File: src/rtl/mux8_serializer.sv
// mux8_serializer
// Sequencing stage for an external combinational 8:1 bit-select mux. Accepts a
// parallel byte over a valid/ready handshake, holds it on the mux data bus,
// walks the mux select through all eight positions and registers each returned
// bit onto a valid/ready serial output, followed by an optional idle gap.
//
// Parameters:
//   MSB_FIRST : 0 -> select order 0..7, 1 -> select order 7..0
//   GAP       : idle cycles after each frame before in_ready reasserts (0..15)
//
// Ports:
//   clk, rst_n            : rising-edge clock, asynchronous active-low reset
//   in_valid/in_data      : parallel byte offer
//   in_ready              : high while idle (combinational from state)
//   mux_i, mux_sel        : registered data bus and select to the external mux
//   mux_y                 : combinational mux output returned to this block
//   ser_valid/ser_bit     : serial bit output, ser_last marks bit 8 of a frame
//   ser_ready             : downstream accepts the serial bit
//   frame_cnt             : completed frame count, wraps at 8 bits
module mux8_serializer #(
  parameter int unsigned MSB_FIRST = 0,
  parameter int unsigned GAP       = 0
) (
  input  logic       clk,
  input  logic       rst_n,
  input  logic       in_valid,
  input  logic [7:0] in_data,
  output logic       in_ready,
  output logic [7:0] mux_i,
  output logic [2:0] mux_sel,
  input  logic       mux_y,
  output logic       ser_valid,
  output logic       ser_bit,
  output logic       ser_last,
  input  logic       ser_ready,
  output logic [7:0] frame_cnt
);

  typedef enum logic [1:0] {
    ST_IDLE  = 2'd0,
    ST_SHIFT = 2'd1,
    ST_DRAIN = 2'd2,
    ST_GAP   = 2'd3
  } state_t;

  localparam logic [2:0] SEL_START = (MSB_FIRST != 0) ? 3'd7 : 3'd0;
  localparam logic [3:0] GAP_LAST  = (GAP > 0) ? 4'(GAP - 1) : 4'd0;

  state_t     state;
  logic [2:0] bit_cnt;
  logic [3:0] gap_cnt;

  assign in_ready = (state == ST_IDLE);

  always_ff @(posedge clk or negedge rst_n) begin
    if (!rst_n) begin
      state     <= ST_IDLE;
      mux_i     <= '0;
      mux_sel   <= SEL_START;
      ser_valid <= 1'b0;
      ser_bit   <= 1'b0;
      ser_last  <= 1'b0;
      frame_cnt <= '0;
      bit_cnt   <= '0;
      gap_cnt   <= '0;
    end else begin
      case (state)
        ST_IDLE: begin
          if (in_valid) begin
            mux_i   <= in_data;
            mux_sel <= SEL_START;
            bit_cnt <= '0;
            state   <= ST_SHIFT;
          end
        end
        ST_SHIFT: begin
          // The output register is free when empty or being consumed this edge.
          if (!ser_valid || ser_ready) begin
            ser_bit   <= mux_y;
            ser_valid <= 1'b1;
            ser_last  <= (bit_cnt == 3'd7);
            bit_cnt   <= bit_cnt + 3'd1;
            if (bit_cnt == 3'd7) begin
              state <= ST_DRAIN;
            end else if (MSB_FIRST != 0) begin
              mux_sel <= mux_sel - 3'd1;
            end else begin
              mux_sel <= mux_sel + 3'd1;
            end
          end
        end
        ST_DRAIN: begin
          if (ser_ready) begin
            ser_valid <= 1'b0;
            ser_last  <= 1'b0;
            frame_cnt <= frame_cnt + 8'd1;
            gap_cnt   <= '0;
            state     <= (GAP > 0) ? ST_GAP : ST_IDLE;
          end
        end
        ST_GAP: begin
          if (gap_cnt == GAP_LAST) begin
            state <= ST_IDLE;
          end else begin
            gap_cnt <= gap_cnt + 4'd1;
          end
        end
        default: state <= ST_IDLE;
      endcase
    end
  end

endmodule

File: config.mk
export PLATFORM = sky130hd
export DESIGN_NAME = mux8_serializer
export DESIGN_NICKNAME = d
export VERILOG_FILES = /design/src/rtl/mux8_serializer.sv
export SDC_FILE = /design/constraint.sdc
export NUM_CORES = 1
export LEC_CHECK = 0
export CORE_ASPECT_RATIO = 1.4
export CORE_MARGIN = 2
export CORE_UTILIZATION = 60
export DETAILED_ROUTE_END_ITERATION = 10
export DONT_BUFFER_PORTS = 1
export PLACE_DENSITY = 0.76
export REMOVE_ABC_BUFFERS = 1
export SKIP_CTS_REPAIR_TIMING = 1
export SLEW_MARGIN = 10
export SYNTH_ARGS = -nofsm -noshare
export SYNTH_HDL_FRONTEND = slang
export SYNTH_SLANG_ARGS = --single-unit
File: constraint.sdc
create_clock -name clk -period 3.5 [get_ports clk]
set_input_delay 0.7 -clock clk [delete_from_list [all_inputs] [get_ports clk]]
set_output_delay 0.7 -clock clk [all_outputs]
set_load 0.005 [all_outputs]
==> impl_metrics.tcl, run 1 <==
set metrics [dict create \
    worstSkewPairLatency_ns 0.33 \
    fin_worst_skew_ns 0.00767 \
    cp-start-kind "register" \
    status "finished clean" \
    post-route-period-util_pct 51.9 \
    ir_worst_vdd_mv 0.568 \
    r2r_cells 2 \
    synth_area_sq_um 1470 \
    synthCells 126 \
    critPathBufInv 0 \
    clk_pin_slew_ns 0.10 \
    clk_path_buf_depth 2 \
    rows 21 \
    grt.total_usage_pct 20.8 \
    endpoint_kind "primary output" \
    ys_ff_latch 31 \
    wirelength_microns 2580 \
    period_needed_ns 1.82 \
    r2r-end "mux_i[1]" \
    stdcell_count 152 \
    critical_path_depth 1 \
    portBuffers 0 \
    yosys_most_used_dff "dfrtp_1" \
    dp_cells 144 \
    hold_violations 0 \
    numCtsBuffers 5 \
    endpoint "in_ready" \
    grt_first_pass_wirelength_microns 4280 \
    drv_cap 0 \
    met2WireLength_microns 1290 \
    hpwl_microns 1840 \
    finalSetupTns_ns 0 \
    yosysSeqAreaShare_pct 52.9 \
    start_util_pct 62.1 \
    overflow 0 \
    yosys.area.top_type "dfrtp_1" \
    top_layer_used "met4" \
    route.met3.wl_microns 209 \
    antenna_found_initial 0 \
    syn_area_per_cell_sq_um 11.6 \
    synth_enable_flop_cells 0 \
    cp_max_fo 19 \
    die_h_microns 62.5 \
    wl_per_cell_microns 17.0 \
    post_drt_via_cell_ratio 6.26 \
    nets 147 \
    slowest_stage "dfrtp_1" \
    route.detailed.drc 0 \
    diodes 0 \
    required_ns 2.80 \
    async_flop_share_pct 100 \
    r2r_setup_slack_ns 1.73 \
    gp_congestion 0.818 \
    crit_family "flip-flops" \
    boundaryPins 36 \
    htreeDepth 2 \
    power_leakage_nw 0.728 \
    synthToLayoutAreaGrowth_pct 4.69 \
    die_x_microns 45.8 \
    path_cells "nor2_1" \
    cts.sinks 31 \
    synth_top_area_share_pct 52.9 \
    cts_tree "built" \
    arrival_ns 1.12 \
    final_common_cell "dfrtp_1" \
    ant_nets 0 \
    setup_viol 0 \
    slew_headroom_pct 58.8 \
    crit_path_max_incr_delay_ns 0.57 \
    grt_pass1_vias 969 \
    synth.area.top_cells "dfrtp_1 53%, ha_1 5.1%, mux2_2 4.6%" \
    p_per_area_nw_per_um2 872 \
    grt_max_degree 32 \
    mostFrequentLayoutCells "31 x dfrtp_1, 12 x nand2_1, 7 x nand3_1" \
    worst_pin_slew_ns 0.619 \
    fmax_ghz 0.550 \
    finalMaxSlewViolations 0 \
    min_path_type "input pin to asynchronous set/reset pin" \
    crit_type "register to primary output" \
    critPathLaunch "state[0]" \
    yosys_warnings 0 \
    firstDrtPassIters 4 \
    drt-initial-drc-count 45 \
    rsz0062_at_grt "no" \
    num_vias 951 \
    drive_gt1_share_pct 14.7 \
    ys_types 33 \
    met1_length_microns 1020 \
    dieArea_sq_um 2860 \
    cts-root-buf "clkbuf_4" \
    core_area_sq_um 2360 \
    worstReg2RegStart "state[0]" \
]
## worst reg2reg max path: cells and delay by family, from the launching register on
family        cells  cell delay (ns)
mux               1             0.40
flops             1             0.57
simple gates      1             0.71
## report_power, final
part           leakage, nW  switching, mW  internal, mW
sequential           0.374          0.168         0.499
clock               0.0482          0.123         0.169
combinational        0.306          0.176         0.204
total                0.728          0.467         0.872
## synthesized netlist by cell type, types with 2 or more instances
library cell and number:
xor2_1 4, nand3_1 7, mux2_4 4, nand4_1 2, buf_6 2, o21ai_0 4
dfrtp_1 31, nand2b_1 4, a21oi_1 3, a31oi_1 2, nor3_1 3, inv_1 4
ha_1 6, nor2_1 6, o211ai_1 3, mux2i_1 4, xnor2_1 3, nor2b_1 3
mux2_2 6, nand2_1 12
## routing by layer
layer	vias to the layer above	global-route usage, %
met5	-	0
met4	0	8.57
met3	6	10.7
met2	33	32.4
met1	467	23.1
li1	445	-
## registers in the layout, summed over array words and instances (netlist names)
name / cells
bit_cnt: 3
gap_cnt: 4
ser_bit: 1
state: 2
mux_sel: 3
mux_i: 8
frame_cnt: 8
ser_valid: 1
ser_last: 1
## cell families after synthesis
logic type,after synthesis,share of synthesized area [%]
xor+xnor,7,4.18
flops,31,52.9
buf+inv,9,4.18
mux,14,11.4
simple gates,43,15.3
fa+ha+maj,6,5.11
compound gates,16,6.99
## through the flow
stage	area [sq um]	hold WS (ns)	worst slack (ns)	power (mW)	utilization, %
finish	1540	0.0450	1.68	1.34	65.0
global route	1540	0.00908	1.60	1.44	65.0
CTS	1540	0.0258	1.67	1.35	65.0
detailed placement	1450	0.405	1.66	1.06	61.3
global placement	1450	0.405	1.71	1.02	61.3
floorplan	1420	0.404	1.78	0.950	-
## area by class of cell
| cell class | count | area, sq um |
|---|---|---|
| tap | 23 | 28.8 |
| fill | 181 | 828 |
| clock inverter | 2 | 35.0 |
| inverter | 4 | 15.0 |
| multi-input combinational | 86 | 631 |
| sequential | 31 | 776 |
| clock buffer | 6 | 51.3 |
## worst min path at each step
stage / startpoint / endpoint / slack, ns / cells past startpoint
final: rst_n / frame_cnt[7] / 0.05 / 0
after global placement: rst_n / gap_cnt[2] / 0.41 / 0
after floorplan: rst_n / bit_cnt[0] / 0.40 / 0
after CTS: rst_n / frame_cnt[7] / 0.03 / 0
after global routing: rst_n / frame_cnt[7] / 0.009 / 0
after detailed placement: rst_n / gap_cnt[2] / 0.41 / 0
Note: power is estimated with default switching activity, not from simulation.
==> run 2: changes to the inputs <==
--- a/config.mk
+++ b/config.mk
@@ -7,10 +7,10 @@
 export LEC_CHECK = 0
 export CORE_ASPECT_RATIO = 1.4
 export CORE_MARGIN = 2
-export CORE_UTILIZATION = 60
+export CORE_UTILIZATION = 55
 export DETAILED_ROUTE_END_ITERATION = 10
 export DONT_BUFFER_PORTS = 1
-export PLACE_DENSITY = 0.76
+export PLACE_DENSITY = 0.73
 export REMOVE_ABC_BUFFERS = 1
 export SKIP_CTS_REPAIR_TIMING = 1
 export SLEW_MARGIN = 10
==> constraint.sdc (replaced) <==
create_clock -name clk -period 1.5 [get_ports clk]
set_input_delay 0.3 -clock clk [delete_from_list [all_inputs] [get_ports clk]]
set_output_delay 0.3 -clock clk [all_outputs]
set_load 0.005 [all_outputs]
==> impl_metrics.tcl, run 2 (same netlist as run 1, synthesis figures left out) <==
set metrics [dict create \
    cts-root-buf "clkbuf_4" \
    grt_max_degree 32 \
    dieArea_sq_um 3100 \
    route.detailed.drc 0 \
    post-route-period-util_pct 93.8 \
    p_per_area_nw_per_um2 1900 \
    wl_per_cell_microns 15.6 \
    worstSkewPairLatency_ns 0.32 \
    mostFrequentLayoutCells "31 x dfrtp_1, 12 x nand2_1" \
    worst_pin_slew_ns 0.491 \
    final_area_sq_um 1620 \
    fill_cells 237 \
    fin_worst_skew_ns 0.00847 \
    stdcell_count 173 \
    grt.total_usage_pct 19.0 \
    cts.sinks 31 \
    core_area_sq_um 2590 \
    drv_cap 0 \
    finalMaxSlewViolations 0 \
    slowest_stage "dfrtp_1" \
    hpwl_microns 1870 \
    cp-start-kind "register" \
    drive_gt1_share_pct 22.6 \
    gp_congestion 0.789 \
    required_ns 1.74 \
    critPathBufInv 0 \
    setup_viol 0 \
    clk_pin_slew_ns 0.10 \
    final_common_cell "dfrtp_1" \
    diodes 0 \
    top_regs "frame_cnt (8), mux_i (8), gap_cnt (4)" \
    cp_max_fo 4 \
    cts_tree "built" \
    rsz0062_at_grt "no" \
    htreeDepth 2 \
    ir_worst_vdd_mv 1.02 \
    crit_path_max_incr_delay_ns 0.40 \
    crit_family "flip-flops" \
    grt_pass1_vias 971 \
    wirelength_microns 2700 \
    grt_first_pass_wirelength_microns 4190 \
    placed_area_sq_um 1510 \
    finalPower_mw 3.07 \
    min_path_type "input pin to register" \
    post_drt_via_cell_ratio 5.83 \
    drt-initial-drc-count 22 \
    power_leakage_nw 0.753 \
    slew_headroom_pct 66.9 \
    nets 155 \
    status "finished clean" \
    arrival_ns 1.65 \
    die_x_microns 47.7 \
    dp_cells 163 \
    portBuffers 0 \
    start_util_pct 56.7 \
    synthToLayoutAreaGrowth_pct 10.3 \
    crit_type "register to register" \
    die_h_microns 65.1 \
    endpoint_kind "register" \
    ant_nets 0 \
    fmax_ghz 0.710 \
    numCtsBuffers 5 \
    overflow 0 \
    firstDrtPassIters 4 \
    path_cells "ha_1 > ha_2 > nor4b_2 > mux2i_1" \
    hold_violations 0 \
    period_needed_ns 1.41 \
    boundaryPins 36 \
    antenna_found_initial 0 \
    rows 22 \
    clk_path_buf_depth 2 \
    num_vias 1008 \
]
## run 2: cell types whose count changed in the layout (fill, tap and decap cells not counted), sizes merged
cell / delta
buf: +7
bufinv: -1
clkbuf: +1
dlygate4sd3: +1
## run 2: worst reg2reg max path: cells and delay by family, from the launching register on
kind / cells / cell delay (ns)
DFF: 1 / 0.40
adders and majority gates: 2 / 0.40
and+or+nand+nor: 1 / 0.32
muxes: 1 / 0.21
## run 2: where the power goes
| part | internal [mW] | switching (mW) | leakage (nW) |
|---|---|---|---|
| sequential | 1.17 | 0.296 | 0.374 |
| combinational | 0.589 | 0.572 | 0.349 |
| clock | 0.182 | 0.267 | 0.0293 |
## run 2: layout make-up
type	instances	area [sq um]	area share, %
Sequential cell	31	776	47.9
Tap cell	36	45.0	2.78
Inverter	4	15.0	0.927
Clock inverter	1	5.00	0.309
Clock buffer	7	45.0	2.78
Timing Repair Buffer	8	75.1	4.64
Multi-Input combinational cell	86	658	40.6
## run 2: path summary, 6_finish.rpt
path | start | endpoint | slack, ns | depth (start not counted)
worst max-delay path | bit_cnt[0] | mux_sel[2] | 0.09 | 4
worst min-delay path | in_data[4] | mux_i[4] | 0.12 | 1
worst max register to register | bit_cnt[0] | mux_sel[2] | 0.09 | 4
worst min register to register | frame_cnt[7] | frame_cnt[7] | 0.49 | 1
max in group asynchronous | rst_n | mux_sel[0] | 0.92 | 2
min in group asynchronous | rst_n | frame_cnt[5] | 0.41 | 2
## run 2: routing by layer
layer / vias up / GRT usage (%) / wire length, microns
met5: - / 0 / 0
met3: 11 / 9.34 / 232
li1: 462 / - / -
met1: 500 / 22.1 / 1050
met2: 35 / 29.7 / 1370
met4: 0 / 6.76 / 51
## run 2: per-stage QoR
stage	setup TNS (ns)	hold WS, ns	worst slack, ns	utilization, %
after CTS	0	-0.357	0.00607	60.3
after detailed placement	0	0.00522	0.0192	58.4
after global placement	0	0.00534	0.0581	58.4
after floorplan	-0.492	0.00441	-0.0724	-
final	0	0.120	0.0923	62.6
after global routing	0	0.0929	0.00290	62.6
